### src/rtl/mem_arbiter.sv
// rtl/mem_arbiter.sv - icache/dcache arbiter onto a 4-beat x 64-bit burst memory port
module mem_arbiter (
   input  logic         clk,
   input  logic         rst,
   input  logic         i_pmem_read,
   input  logic [31:0]  i_pmem_address,
   output logic [255:0] i_pmem_rdata,
   output logic         i_pmem_resp,
   input  logic         d_pmem_read,
   input  logic         d_pmem_write,
   input  logic [31:0]  d_pmem_address,
   input  logic [255:0] d_pmem_wdata,
   output logic [255:0] d_pmem_rdata,
   output logic         d_pmem_resp,
   output logic         pmem_read,
   output logic         pmem_write,
   output logic [31:0]  pmem_address,
   output logic [63:0]  pmem_wdata,
   input  logic [63:0]  pmem_rdata,
   input  logic         pmem_resp
);

   localparam logic [2:0] S_IDLE    = 3'd0;
   localparam logic [2:0] S_I_READ  = 3'd1;
   localparam logic [2:0] S_D_READ  = 3'd2;
   localparam logic [2:0] S_D_WRITE = 3'd3;
   localparam logic [2:0] S_DONE    = 3'd4;

   logic [2:0]   state_q, state_d;
   logic [1:0]   beat_q, beat_d;
   logic         last_d_q, last_d_d;      // 1 = dcache was served last
   logic [26:0]  addr_q, addr_d;
   logic [255:0] wline_q, wline_d;
   logic [255:0] rline_q, rline_d;

   logic d_req;
   logic grant_d;
   logic unused_addr_bits;

   assign d_req            = d_pmem_read | d_pmem_write;
   assign grant_d          = d_req & (~i_pmem_read | ~last_d_q);
   assign unused_addr_bits = ^{i_pmem_address[4:0], d_pmem_address[4:0]};

   always_comb begin
      state_d  = state_q;
      beat_d   = beat_q;
      last_d_d = last_d_q;
      addr_d   = addr_q;
      wline_d  = wline_q;
      rline_d  = rline_q;
      case (state_q)
         S_IDLE: begin
            if (grant_d) begin
               addr_d = d_pmem_address[31:5];
               if (d_pmem_write) begin
                  state_d = S_D_WRITE;
                  wline_d = d_pmem_wdata;
               end else begin
                  state_d = S_D_READ;
               end
            end else if (i_pmem_read) begin
               addr_d  = i_pmem_address[31:5];
               state_d = S_I_READ;
            end
         end
         S_I_READ, S_D_READ, S_D_WRITE: begin
            if (pmem_resp) begin
               if (state_q != S_D_WRITE) begin
                  rline_d[{beat_q, 6'd0} +: 64] = pmem_rdata;
               end
               beat_d = beat_q + 2'd1;
               if (beat_q == 2'd3) begin
                  state_d  = S_DONE;
                  last_d_d = (state_q != S_I_READ);
               end
            end
         end
         S_DONE:  state_d = S_IDLE;
         default: state_d = S_IDLE;
      endcase
   end

   always_ff @(posedge clk) begin
      if (rst) begin
         state_q  <= S_IDLE;
         beat_q   <= 2'd0;
         last_d_q <= 1'b0;
         addr_q   <= '0;
         wline_q  <= '0;
         rline_q  <= '0;
      end else begin
         state_q  <= state_d;
         beat_q   <= beat_d;
         last_d_q <= last_d_d;
         addr_q   <= addr_d;
         wline_q  <= wline_d;
         rline_q  <= rline_d;
      end
   end

   // Both clients see the shared line buffer; only the resp flags are steered.
   assign i_pmem_rdata = rline_q;
   assign d_pmem_rdata = rline_q;
   assign i_pmem_resp  = (state_q == S_DONE) & ~last_d_q;
   assign d_pmem_resp  = (state_q == S_DONE) &  last_d_q;
   assign pmem_read    = (state_q == S_I_READ) | (state_q == S_D_READ);
   assign pmem_write   = (state_q == S_D_WRITE);
   assign pmem_address = {addr_q, 5'b0};
   assign pmem_wdata   = wline_q[{beat_q, 6'd0} +: 64];

endmodule
### config.mk
export PLATFORM = sky130hd
export DESIGN_NAME = mem_arbiter
export DESIGN_NICKNAME = d
export VERILOG_FILES = /design/src/rtl/mem_arbiter.sv
export SDC_FILE = /design/constraint.sdc
export NUM_CORES = 1
export LEC_CHECK = 0
export ABC_CLOCK_PERIOD_IN_PS = 2650
export BUFFER_PORTS_ARGS = -buffer_cell sky130_fd_sc_hd__buf_2
export CAP_MARGIN = 30
export CORE_AREA = 2 2 394 396
export DETAILED_ROUTE_END_ITERATION = 16
export DIE_AREA = 0 0 396 398
export HOLD_SLACK_MARGIN = 0.05
export PLACE_DENSITY = 0.36
export SYNTH_ARGS = -nofsm -noshare
export SYNTH_HDL_FRONTEND = slang
export SYNTH_SLANG_ARGS = --single-unit
### constraint.sdc
create_clock -name clk -period 2.65 [get_ports clk]
set_input_delay 0.795 -clock clk [delete_from_list [all_inputs] [get_ports clk]]
set_output_delay 0.795 -clock clk [all_outputs]
set_load 0.02 [all_outputs]
Yosys cells after proc, flatten, opt, wreduce, memory -nomap -nowiden
Cells that the tools add are included.

Add/sub/neg operators: 2. Equality and inequality tests: 10. Shift-type cells: 3. Muxes and demuxes: 9. Bitwise gates (word level): 8. Reduce and logical (&&, ||, !) cells: 9.

Operator list (count): $bwmux 256 (1); $shift 64x10->256 const A (1); $shiftx 256x9->64 (1); $shiftx 64x10->256 (1); $mux 27 (2); $mux 3 (4); $reduce_and 3->1 (4); $neg 8->10 (1); $eq 3x2->1 const B (2); $pmux 3 s2 (1); $ne 2x2->1 const B (2); $reduce_and 2->1 (2); $and 1x1->1 (3); $eq 3x1->1 const B (1); $eq 3x3->1 const B (1); $logic_not 3->1 (1); $ne 3x1->1 const B (1); $ne 3x2->1 const B (1); $ne 3x3->1 const B (1); $or 1x1->1 (3); $reduce_or 3->1 (1); $add 2x1->2 const B (1); $eq 2x2->1 const B (1); $not 1->1 (2); other kinds (2) (2).

Flip-flop bits (word level): 545. Input bits: 390. Word-level logic and storage cells: 47.

Logic depth before layout (Yosys ltp)
Word-level depth: 5. Mapped depth: 10. Depth with buffers taken out: 5.

Worst setup path before layout
No wires, ideal clock.

Kind: register -> output. Start: reg beat_q[0]. End: out pmem_wdata[10]. Data arrival time: 1.547 ns. Required time: 1.855 ns. Setup slack: 0.308 ns. Cell stages (with the launch flop): 5. Path buffers: 3. Path through: dfxtp_1 buf_2 buf_4 buf_2 mux4_2.

Cells in the longest elaborated chain, start to end: 1.

RTL lines: start, declared (RTL line 30) `logic [1:0] beat_q, beat_d;`; start signal, assigned (RTL line 93) `beat_q <= beat_d;`; $shiftx 256x9->64 (RTL line 109) `assign pmem_wdata = wline_q[{beat_q, 6'd0} +: 64];`; end, declared (RTL line 18) `output logic [63:0] pmem_wdata,`.

No other way between the ends.

Worst setup path after layout
Start: reg beat_q[0]. End: out pmem_wdata[8].

The elaborated chain is that of the path after synthesis.

==> out/results.tsv <==
metric	value	unit
grt_pass1_wl	175000	um
clkSinkCount	545	
cts_max_level	3	
synthFlopType	dfxtp_1	
synth_compound_area_share	12.0	%
antenna_found_initial	44	
postLayoutCellArea	34600	um^2
powerDensity	667	nW/um^2
die_h	398	um
setup_viol	64	
irDropWorstVdd	443	uV
slew_headroom	49.6	%
grt_overflow_total	0	
path_clk_slew	0.06	ns
clk_latency	0.65	ns
post_dp_cell_area	31800	um^2
dp.final_hpwl	96300	um
status	finished with violations	
routedWlPerCell	22.3	um
gp_congestion	0.814	
cp_slowest_cell	mux4_2	
slew_viol_final	0	
postCtsHoldBufs	0	
rows	144	
synthCells	2900	
muxShareOfSynthArea	15.3	%
setup_slack	-0.279	ns
ys_seq_area_share	41.6	%
synth-xor-area-share	0.0620	%
post-route-drc-count	0	
synth.cell_area	26200	um^2
io-pin-count	1002	
dieArea	158000	um^2
crit_chain	buf_12 -> buf_6 -> mux4_2 -> buf_4	
cts_root_buf	clkbuf_16	
groute.usage.overall	15.4	%
grt_pass1_vias	23100	
worst_path_largest_cell_delay	0.55	ns
finClkSkew	0.0226	ns
dr.pass1.iters	6	
synth_edf_count	0	
cts_tree	yes	
yosys.area.top_type_share	41.6	%
synth_area_leaders	dfxtp_1 42%, mux2i_1 9.8%, buf_4 7.8%	
synth_cell_types	44	
finalNetCount	3974	
violations	setup timing	
period_needed	2.93	ns
ys_seq_elements	545	
critPathKind	register to output port	
core-area	153000	um^2
leakage	0.0141	uW
synth_top_family_by_area	simple AND/OR/NAND/NOR gates	
vias_per_cell	4.10	
required	1.86	ns
clockBufferDepth	3	
yosys.area_share.simple	17.8	%
areaGrowthSynthToFinish	32.0	%
drt-total-wl	127000	um
num_vias	23300	
max-cap-violations	0	
crit_fanout	12	
grt_max_degree	73	
arrival	2.13	ns
hold-path-cell-count	3	
numCtsBuffers	73	
start_util	17.1	%
hold_path.class	primary input to register	
reg2regPathDepth	10	
postLayoutCoreUtil	22.6	%
async_flop_share	0	%
drt_iter0_drc	1133	
drive_gt1_share	37.1	%
synth_fa_ha_area_share	0.238	%
drtAntennaViolNets	0	
cp-start-kind	register	
endpoint_kind	output port	
worst_pin_slew	0.754	ns
finalHoldViolations	0	
total_power	23100	uW
die_w	396	um
fin_crit_sh	111	%
max_freq	341	MHz
yosysWarnings	0	
rsz0062_at_grt	yes	
portBuffers	986	
syn_avg_cell_area	9.05	um^2
yosysTopAreaCell	dfxtp_1	
## worst max-delay path, delay by kind of cell (launching register included)
family | cells | cell delay, ns
DFF | 1 | 0.37
buffers and inverters | 3 | 0.53
muxes | 1 | 0.55
## layer usage
layer	wire (um)	share of wire (%)	global-route usage, %	up-vias
met4	4140	3.3	5.12	52
met3	9840	7.8	5.38	197
li1	-	-	-	11100
met1	52900	42	18.6	11300
met2	59600	47	25.4	740
met5	331	0.26	0	-
## final cells by class
cell class,instances,area [um^2]
Sequential cell,545,10900
Tap cell,2044,2560
Timing Repair Buffer,1129,6740
Multi-Input combinational cell,1827,12000
Inverter,3,11.3
Fill cell,17000,119000
Clock buffer,109,2170
Antenna cell,13,32.5
Clock inverter,18,191
## cells in the mapped netlist (24+ instances only)
master,count
dfxtp_1,545
nand2_1,313
a21oi_1,286
buf_4,272
nand3_1,259
mux2i_1,256
nand2b_1,256
o21ai_0,248
clkbuf_1,119
buf_2,79
nor2b_1,65
mux4_2,64
clkbuf_2,24
## flip-flops by register name, summed over array words and instances (netlist names)
register      flops
wline_q         256
d_pmem_rdata    256
beat_q            2
state_q           3
addr_q           27
last_d_q          1
## logic make-up after synthesis
family,count (synthesis)
and+or+nand+nor,918
adders and majority gates,5
muxes,320
DFF,545
AOI/OAI and AO/OA,578
buffers and inverters,532
other,1
xor gates and xnor gates,1
## layout by cell type (no fill, tap or decap), drive strengths merged
cell type / instances
a311oi: 27
diode: 13
o2bb2ai: 1
nor3: 5
a21boi: 1
nor2b: 65
inv: 6
a21oi: 286
a2bb2oi: 1
buf: 1127
a31oi: 1
a21bo: 1
o311ai: 1
clkinvlp: 1
clkinv: 12
nand2b: 257
nand3: 259
and2: 2
o21ai: 258
mux4: 64
nor3b: 5
dfxtp: 545
bufinv: 2
mux2i: 256
or3: 2
or2: 1
conb: 5
and3: 1
nand3b: 1
a22oi: 1
nor2: 4
ha: 5
and3b: 2
and4b: 1
clkbuf: 111
xnor2: 1
nand2: 313
## timing repair
| action | in CTS | in global routing |
|---|---|---|
| cloned | 0 | 2 |
| gates resized for setup | 58 | 13 |
| buffers inserted | 10 | 2 |
| setup endpoints to repair | 67 | 65 |
## per-stage QoR
stage	hold WS (ns)	TNS [ns]	setup WS [ns]	std cells
6_report	0.392	-13.43	-0.279	5688
5_1_grt	0.329	-21.60	-0.401	5681
4_1_cts	0.306	-20.60	-0.402	5671
3_5_place_dp	0.464	0	0.101	5534
3_3_place_gp	0.460	0	0.126	5534
2_1_floorplan	0.451	0	0.308	2904
## where the power goes
| part | internal (uW) | switching [uW] |
|---|---|---|
| clock network | 5850 | 4090 |
| registers | 8640 | 306 |
| logic | 1610 | 2620 |
## path summary, 6_finish.rpt
check / start / end / slack, ns
worst max-delay path: beat_q[0] / pmem_wdata[8] / -0.28
worst min-delay path: d_pmem_wdata[182] / wline_q[182] / 0.39
worst max register to register: beat_q[0] / d_pmem_rdata[212] / 0.14
worst min register to register: wline_q[183] / wline_q[183] / 0.47
Note: power is estimated with default switching activity, not from simulation.
